## config.mk

```make
export PLATFORM = sky130hd
export DESIGN_NAME = ltc2324_axis_packer
export DESIGN_NICKNAME = d
export VERILOG_FILES = /design/src/rtl/ltc2324_pkg.sv /design/src/rtl/ltc2324_sample_fifo.sv /design/src/rtl/ltc2324_axis_packer.sv
export SDC_FILE = /design/constraint.sdc
export NUM_CORES = 1
export LEC_CHECK = 0
export BUFFER_PORTS_ARGS = -buffer_cell sky130_fd_sc_hd__buf_4
export CAP_MARGIN = 25
export CORE_ASPECT_RATIO = 0.8
export CORE_MARGIN = 2
export CORE_UTILIZATION = 30
export DETAILED_ROUTE_END_ITERATION = 6
export PLACE_DENSITY = 0.55
export SLEW_MARGIN = 20
export SYNTH_ARGS = -nofsm -noshare
export SYNTH_HDL_FRONTEND = slang
export SYNTH_HIERARCHICAL = 1
export SYNTH_SLANG_ARGS = --single-unit
```

## constraint.sdc

```tcl
create_clock -name clk -period 6.4 [get_ports clk]
set_input_delay 1.6 -clock clk [delete_from_list [all_inputs] [get_ports clk]]
set_output_delay 1.6 -clock clk [all_outputs]
set_load 0.02 [all_outputs]
```

## src/rtl/ltc2324_pkg.sv

```systemverilog
// ltc2324_pkg: shared widths, FSM encodings and FIFO entry layout for the LTC2324 AXIS packer.
// Rev 1.0
`default_nettype none

package ltc2324_pkg;
  localparam int SAMPLE_W = 16;
  localparam int NUM_CH   = 4;
  localparam int AXIS_W   = 32;
  localparam int ENTRY_W  = NUM_CH * SAMPLE_W + 1;

  typedef enum logic [1:0] {
    IN_IDLE   = 2'd0,
    IN_RUN    = 2'd1,
    IN_FINISH = 2'd2
  } in_state_t;

  typedef enum logic [1:0] {
    OUT_IDLE = 2'd0,
    OUT_LO   = 2'd1,
    OUT_HI   = 2'd2
  } out_state_t;

  // MSB (bit 64) carries the end-of-packet marker.
  typedef struct packed {
    logic                last;
    logic [SAMPLE_W-1:0] ch4;
    logic [SAMPLE_W-1:0] ch3;
    logic [SAMPLE_W-1:0] ch2;
    logic [SAMPLE_W-1:0] ch1;
  } fifo_entry_t;
endpackage

`default_nettype wire

```

## src/rtl/ltc2324_sample_fifo.sv

```systemverilog
// ltc2324_sample_fifo: synchronous FIFO with registered read data and occupancy count.
// Rev 1.0
`default_nettype none

module ltc2324_sample_fifo #(
  parameter int DEPTH = 16,
  parameter int WIDTH = 65
) (
  input  logic                     clk,
  input  logic                     rst_n,
  input  logic                     wr_en,
  input  logic [WIDTH-1:0]         wr_data,
  input  logic                     rd_en,
  output logic [WIDTH-1:0]         rd_data,
  output logic                     full,
  output logic                     empty,
  output logic [$clog2(DEPTH):0]   count
);
  localparam int AW = $clog2(DEPTH);

  logic [WIDTH-1:0] mem [DEPTH];
  logic [AW-1:0]    wr_ptr;
  logic [AW-1:0]    rd_ptr;
  logic             do_wr;
  logic             do_rd;

  assign full  = (count == (AW+1)'(DEPTH));
  assign empty = (count == '0);
  // A full FIFO still takes a write when a read frees a slot in the same cycle.
  assign do_wr = wr_en && (!full || rd_en);
  assign do_rd = rd_en && !empty;

  always_ff @(posedge clk) begin
    if (do_wr) mem[wr_ptr] <= wr_data;
  end

  always_ff @(posedge clk or negedge rst_n) begin
    if (!rst_n) begin
      wr_ptr  <= '0;
      rd_ptr  <= '0;
      count   <= '0;
      rd_data <= '0;
    end else begin
      if (do_wr) wr_ptr <= wr_ptr + AW'(1);
      if (do_rd) begin
        rd_ptr  <= rd_ptr + AW'(1);
        rd_data <= mem[rd_ptr];
      end
      case ({do_wr, do_rd})
        2'b10:   count <= count + (AW+1)'(1);
        2'b01:   count <= count - (AW+1)'(1);
        default: count <= count;
      endcase
    end
  end
endmodule

`default_nettype wire

```

## src/rtl/ltc2324_axis_packer.sv

```systemverilog
// ltc2324_axis_packer: packs 4x16-bit ADC samples into a 2-beat-per-sample, packetised AXI4-Stream.
// Rev 1.0
`default_nettype none

module ltc2324_axis_packer
  import ltc2324_pkg::*;
#(
  parameter int FIFO_DEPTH  = 16,
  parameter int PKT_SAMPLES = 1024
) (
  input  logic                clk,
  input  logic                rst_n,
  input  logic                enable,
  input  logic                valid,
  input  logic [SAMPLE_W-1:0] ch1,
  input  logic [SAMPLE_W-1:0] ch2,
  input  logic [SAMPLE_W-1:0] ch3,
  input  logic [SAMPLE_W-1:0] ch4,
  output logic [AXIS_W-1:0]   m_axis_tdata,
  output logic                m_axis_tvalid,
  input  logic                m_axis_tready,
  output logic                m_axis_tlast,
  output logic [3:0]          m_axis_tkeep,
  output logic                overflow,
  output logic [15:0]         drop_cnt,
  output logic                busy
);
  localparam int AW = $clog2(FIFO_DEPTH);

  in_state_t   in_state, in_nxt;
  out_state_t  out_state, out_nxt;
  logic [15:0] in_cnt, cnt_nxt;
  logic        pend_last;
  logic        capture, is_last, push, drop, pop, release_slot, slots_full, holding;
  logic        fifo_full, fifo_empty;
  logic [AW:0] fifo_count;
  fifo_entry_t wr_entry, rd_entry;

  assign capture      = valid && (in_state != IN_IDLE);
  assign is_last      = (in_cnt == 16'(PKT_SAMPLES - 1));
  assign holding      = (out_state != OUT_IDLE);
  assign release_slot = (out_state == OUT_HI) && m_axis_tready;
  // The sample parked in the output register counts against FIFO_DEPTH.
  assign slots_full   = fifo_full || (holding && fifo_count == (AW+1)'(FIFO_DEPTH - 1));
  assign push         = capture && (!slots_full || release_slot);
  assign drop         = capture && !push;
  assign wr_entry     = '{last: is_last | pend_last, ch4: ch4, ch3: ch3, ch2: ch2, ch1: ch1};

  ltc2324_sample_fifo #(
    .DEPTH (FIFO_DEPTH),
    .WIDTH (ENTRY_W)
  ) u_fifo (
    .clk     (clk),
    .rst_n   (rst_n),
    .wr_en   (push),
    .wr_data (wr_entry),
    .rd_en   (pop),
    .rd_data (rd_entry),
    .full    (fifo_full),
    .empty   (fifo_empty),
    .count   (fifo_count)
  );

  always_comb begin
    cnt_nxt = in_cnt;
    if (capture) cnt_nxt = is_last ? 16'd0 : in_cnt + 16'd1;
    in_nxt = in_state;
    case (in_state)
      IN_IDLE:   if (enable) in_nxt = IN_RUN;
      // Looks at the post-capture count so a strobe in this cycle cannot strand a partial packet.
      IN_RUN:    if (!enable) in_nxt = (cnt_nxt != 16'd0) ? IN_FINISH : IN_IDLE;
      IN_FINISH: if (capture && is_last) in_nxt = IN_IDLE;
      default:   in_nxt = IN_IDLE;
    endcase
  end

  always_ff @(posedge clk or negedge rst_n) begin
    if (!rst_n) begin
      in_state  <= IN_IDLE;
      in_cnt    <= 16'd0;
      pend_last <= 1'b0;
      overflow  <= 1'b0;
      drop_cnt  <= 16'd0;
    end else begin
      in_state <= in_nxt;
      in_cnt   <= cnt_nxt;
      if (push)                 pend_last <= 1'b0;
      else if (drop && is_last) pend_last <= 1'b1;
      if (drop) begin
        overflow <= 1'b1;
        if (drop_cnt != 16'hFFFF) drop_cnt <= drop_cnt + 16'd1;
      end
    end
  end

  always_comb begin
    pop     = 1'b0;
    out_nxt = out_state;
    case (out_state)
      OUT_IDLE: if (!fifo_empty) begin
        pop     = 1'b1;
        out_nxt = OUT_LO;
      end
      OUT_LO:   if (m_axis_tready) out_nxt = OUT_HI;
      OUT_HI:   if (m_axis_tready) begin
        pop     = !fifo_empty;
        out_nxt = fifo_empty ? OUT_IDLE : OUT_LO;
      end
      default:  out_nxt = OUT_IDLE;
    endcase
  end

  always_ff @(posedge clk or negedge rst_n) begin
    if (!rst_n) out_state <= OUT_IDLE;
    else        out_state <= out_nxt;
  end

  always_comb begin
    m_axis_tdata = '0;
    case (out_state)
      OUT_LO:  m_axis_tdata = {rd_entry.ch2, rd_entry.ch1};
      OUT_HI:  m_axis_tdata = {rd_entry.ch4, rd_entry.ch3};
      default: m_axis_tdata = '0;
    endcase
  end

  assign m_axis_tvalid = holding;
  assign m_axis_tlast  = (out_state == OUT_HI) && rd_entry.last;
  assign m_axis_tkeep  = 4'hF;
  assign busy          = (in_state != IN_IDLE) || !fifo_empty || holding;
endmodule

`default_nettype wire
```

==> flow_metrics.env <==
export IMPL_status="completed"
export IMPL_gr_total_overflow=0
export IMPL_post_route_util=0.349
export IMPL_nNetsFinal=2359
export IMPL_clock_fmax_mhz=220
export IMPL_ys_flop_type="edfxtp_1"
export IMPL_ios=125
export IMPL_cts_setup_buffers=0
export IMPL_rsz0062_at_grt="false"
export IMPL_max_slew_margin=0.339
export IMPL_antenna_found_initial=5
export IMPL_synth_top_family_by_area="multiplexers"
export IMPL_synth_compound_area_share=0.0383
export IMPL_finalNonFillerCells=4351
export IMPL_setup_viol=0
export IMPL_die_h_um=349
export IMPL_fin_skew_ns=0.0564
export IMPL_fillers=13800
export IMPL_synth_common_cells="1040 x edfxtp_1, 260 x mux4_2, 130 x o22ai_1"
export IMPL_r2r_slack_ns=2.71
export IMPL_worst_hold_path_type="reg -> reg"
export IMPL_muxShareOfSynthArea=0.148
export IMPL_tns_ns=0
export IMPL_cp_required_ns=4.80
export IMPL_maxCapViolations=0
export IMPL_final_area_sq_um=51600
export IMPL_synth_xor_xnor_area_share=0.00842
export IMPL_dieArea_sq_um=152000
export IMPL_post_dp_hpwl_mm=64.2
export IMPL_crit_slowest_cell="ha_2"
export IMPL_cellPowerDensity_nw_per_um2=440
export IMPL_insertion_delay_ns=0.74
export IMPL_antenna_cells=0
export IMPL_place_inst=4147
export IMPL_first_iter_violations=2007
export IMPL_drive_gt1_frac=0.304
export IMPL_netlist_instances=2121
export IMPL_drv_slew=0
export IMPL_avgViaCountPerCell=4.96
export IMPL_cts_inserted_buffers=108
export IMPL_ys_types=59
export IMPL_synth_top_area_frac=0.698
export IMPL_cts_sinks=1156
export IMPL_initial_core_util=0.303
export IMPL_cp_max_fo=33
export IMPL_vias=21600
export IMPL_fp_row_count=126
export IMPL_vdd_ir_drop_max_mv=0.423
export IMPL_dpl_cell_area_sq_um=48100
export IMPL_htreeDepth=3
export IMPL_area_delta_synth_final_pct=15.4
export IMPL_syn_area_sq_um=44800
export IMPL_cts_resized=0
export IMPL_die_w_um=436
export IMPL_period_share=0.709
export IMPL_cp_end_kind="output port"
export IMPL_grt_pass1_vias=22300
export IMPL_grt_pass1_wl_mm=158
export IMPL_ctsLongestPathBuffers=3
export IMPL_cts_root_buf="clkbuf_16"
export IMPL_yosys_warnings=6
export IMPL_fin_crit_ns=4.54
export IMPL_ant_nets=0
export IMPL_syn_avg_cell_area_sq_um=21.1
export IMPL_yosysMostFrequentCell="edfxtp_1"
export IMPL_leakage_nw=16.3
export IMPL_async_reset_ff_frac=0.100
export IMPL_gp_congestion=0.767
export IMPL_hold_viol=0
export IMPL_critPathLaunchType="flip-flop"
export IMPL_coreArea_sq_um=148000
export IMPL_track_usage=0.141
export IMPL_cts_tree="done"
export IMPL_drc_errors=0
export IMPL_criticalPathCategory="reg -> out"
export IMPL_grt_start_max_net_pins=99
export IMPL_synth_edf_count=1040
export IMPL_finalWirelength_mm=108
export IMPL_yosys_top_cells_area="edfxtp_1 70%, mux4_2 13%, dfrtp_1 6.5%"
export IMPL_slowest_delay_ns=0.80
export IMPL_path_cells="inv_1 -> ha_2 -> a22oi_1 -> nor2b_1 -> buf_4"
export IMPL_tightest_slew_ns=0.992
export IMPL_wl_per_cell_um=24.9
export IMPL_ys_seq_area_frac=0.763
export IMPL_total_power_w=0.0227
export IMPL_synth_seq_cells=1156
export IMPL_synth_simple_area_share=0.0209
export IMPL_clk_pin_slew_worst_paths_ns=0.07
export IMPL_arrival_ns=2.94
export IMPL_io_buffer_count=120
export IMPL_synth_adder_area_share=0.00492
export IMPL_synth_top_area_cell="edfxtp_1"
export IMPL_dr_pass1_iters=5
export IMPL_ctsHoldBuffers=0
## cell type report
class / instances / area, sq um / share of cell area
inverters: 17 / 63.8 / 0.00124
multi-input cells: 823 / 10000 / 0.194
repair buffers: 167 / 1350 / 0.0262
well taps: 1984 / 2480 / 0.0481
flip-flops and latches: 1156 / 34100 / 0.661
clock buffers: 139 / 2900 / 0.0561
clock inverters: 65 / 654 / 0.0127
## worst paths after layout
check | to | start | cells after the start
worst max-delay path | m_axis_tdata[17] | out_state[1] | 5
max in group asynchronous | u_fifo/rd_ptr[2] | rst_n | 2
worst max register to register | u_fifo/count[4] | u_fifo/count[0] | 13
worst min register to register | overflow | overflow | 1
min in group asynchronous | drop_cnt[9] | rst_n | 1
worst min-delay path | overflow | overflow | 1
## flip-flops by register name (all words and copies together), names as in the netlist
signal	count
drop_cnt	16
in_cnt	16
in_state	2
out_state	2
overflow	1
pend_last	1
u_fifo/count	5
u_fifo/mem	1040
u_fifo/rd_data	65
u_fifo/rd_ptr	4
u_fifo/wr_ptr	4
## critical path, delay by kind of cell (launching register included)
family / cells / cell delay (ns)
flip-flops: 1 / 0.41
adder cells (fa/ha/maj): 1 / 0.80
buffers and inverters: 2 / 0.34
AND/OR/NAND/NOR: 1 / 0.40
AO/OA/AOI/OAI: 1 / 0.21
## cell families (layout without fill, tap and decap cells)
family / count (synthesis) / in the layout
adders and majority gates: 17 / 17
xor gates and xnor gates: 43 / 43
AOI/OAI and AO/OA: 264 / 264
DFF: 1156 / 1156
buffers and inverters: 145 / 388
and+or+nand+nor: 167 / 167
other: 1 / 4
muxes: 328 / 328
## per-layer routing
metal / track usage / part of all wire / up-vias
met1: 0.197 / 0.44 / 11700
met3: 0.0300 / 0.061 / 148
met2: 0.229 / 0.48 / 616
met5: 0 / 0.00032 / -
met4: 0.0280 / 0.017 / 6
li1: - / - / 9132
## layout by cell type, fill, tap and decap left out, drive strengths merged, types with 2 or more instances in the layout
cell type,n
or3,3
nand2,31
nor4,4
clkbuf,139
a211oi,3
o21a,3
nor2b,34
mux2,68
mux4,260
a21o,2
buf,167
nor3b,3
clkinv,45
a41oi,3
nor3,11
conb,4
dfrtp,116
o22ai,130
or2,5
nand2b,4
a21oi,72
o31ai,3
ha,16
nor2,35
o21ai,11
nand3,17
and3,3
xnor2,25
a31oi,3
a22oi,32
edfxtp,1040
inv,20
clkinvlp,8
xor2,18
nand4,11
bufinv,9
## stage by stage
stage	setup slack (ns)	hold slack [ns]
floorplan	0.641	0.459
global placement	1.91	0.454
detailed placement	1.93	0.471
CTS	1.74	0.485
global route	1.71	0.503
finish	1.86	0.488
## power by group
| group | total, W | internal [W] | leakage, nW | switching [W] |
|---|---|---|---|---|
| registers | 0.00966 | 0.00898 | 10.7 | 0.000683 |
| logic | 0.00666 | 0.00292 | 3.89 | 0.00374 |
| clock network | 0.00639 | 0.00358 | 1.72 | 0.00281 |
(Power assumes the default switching activity.)
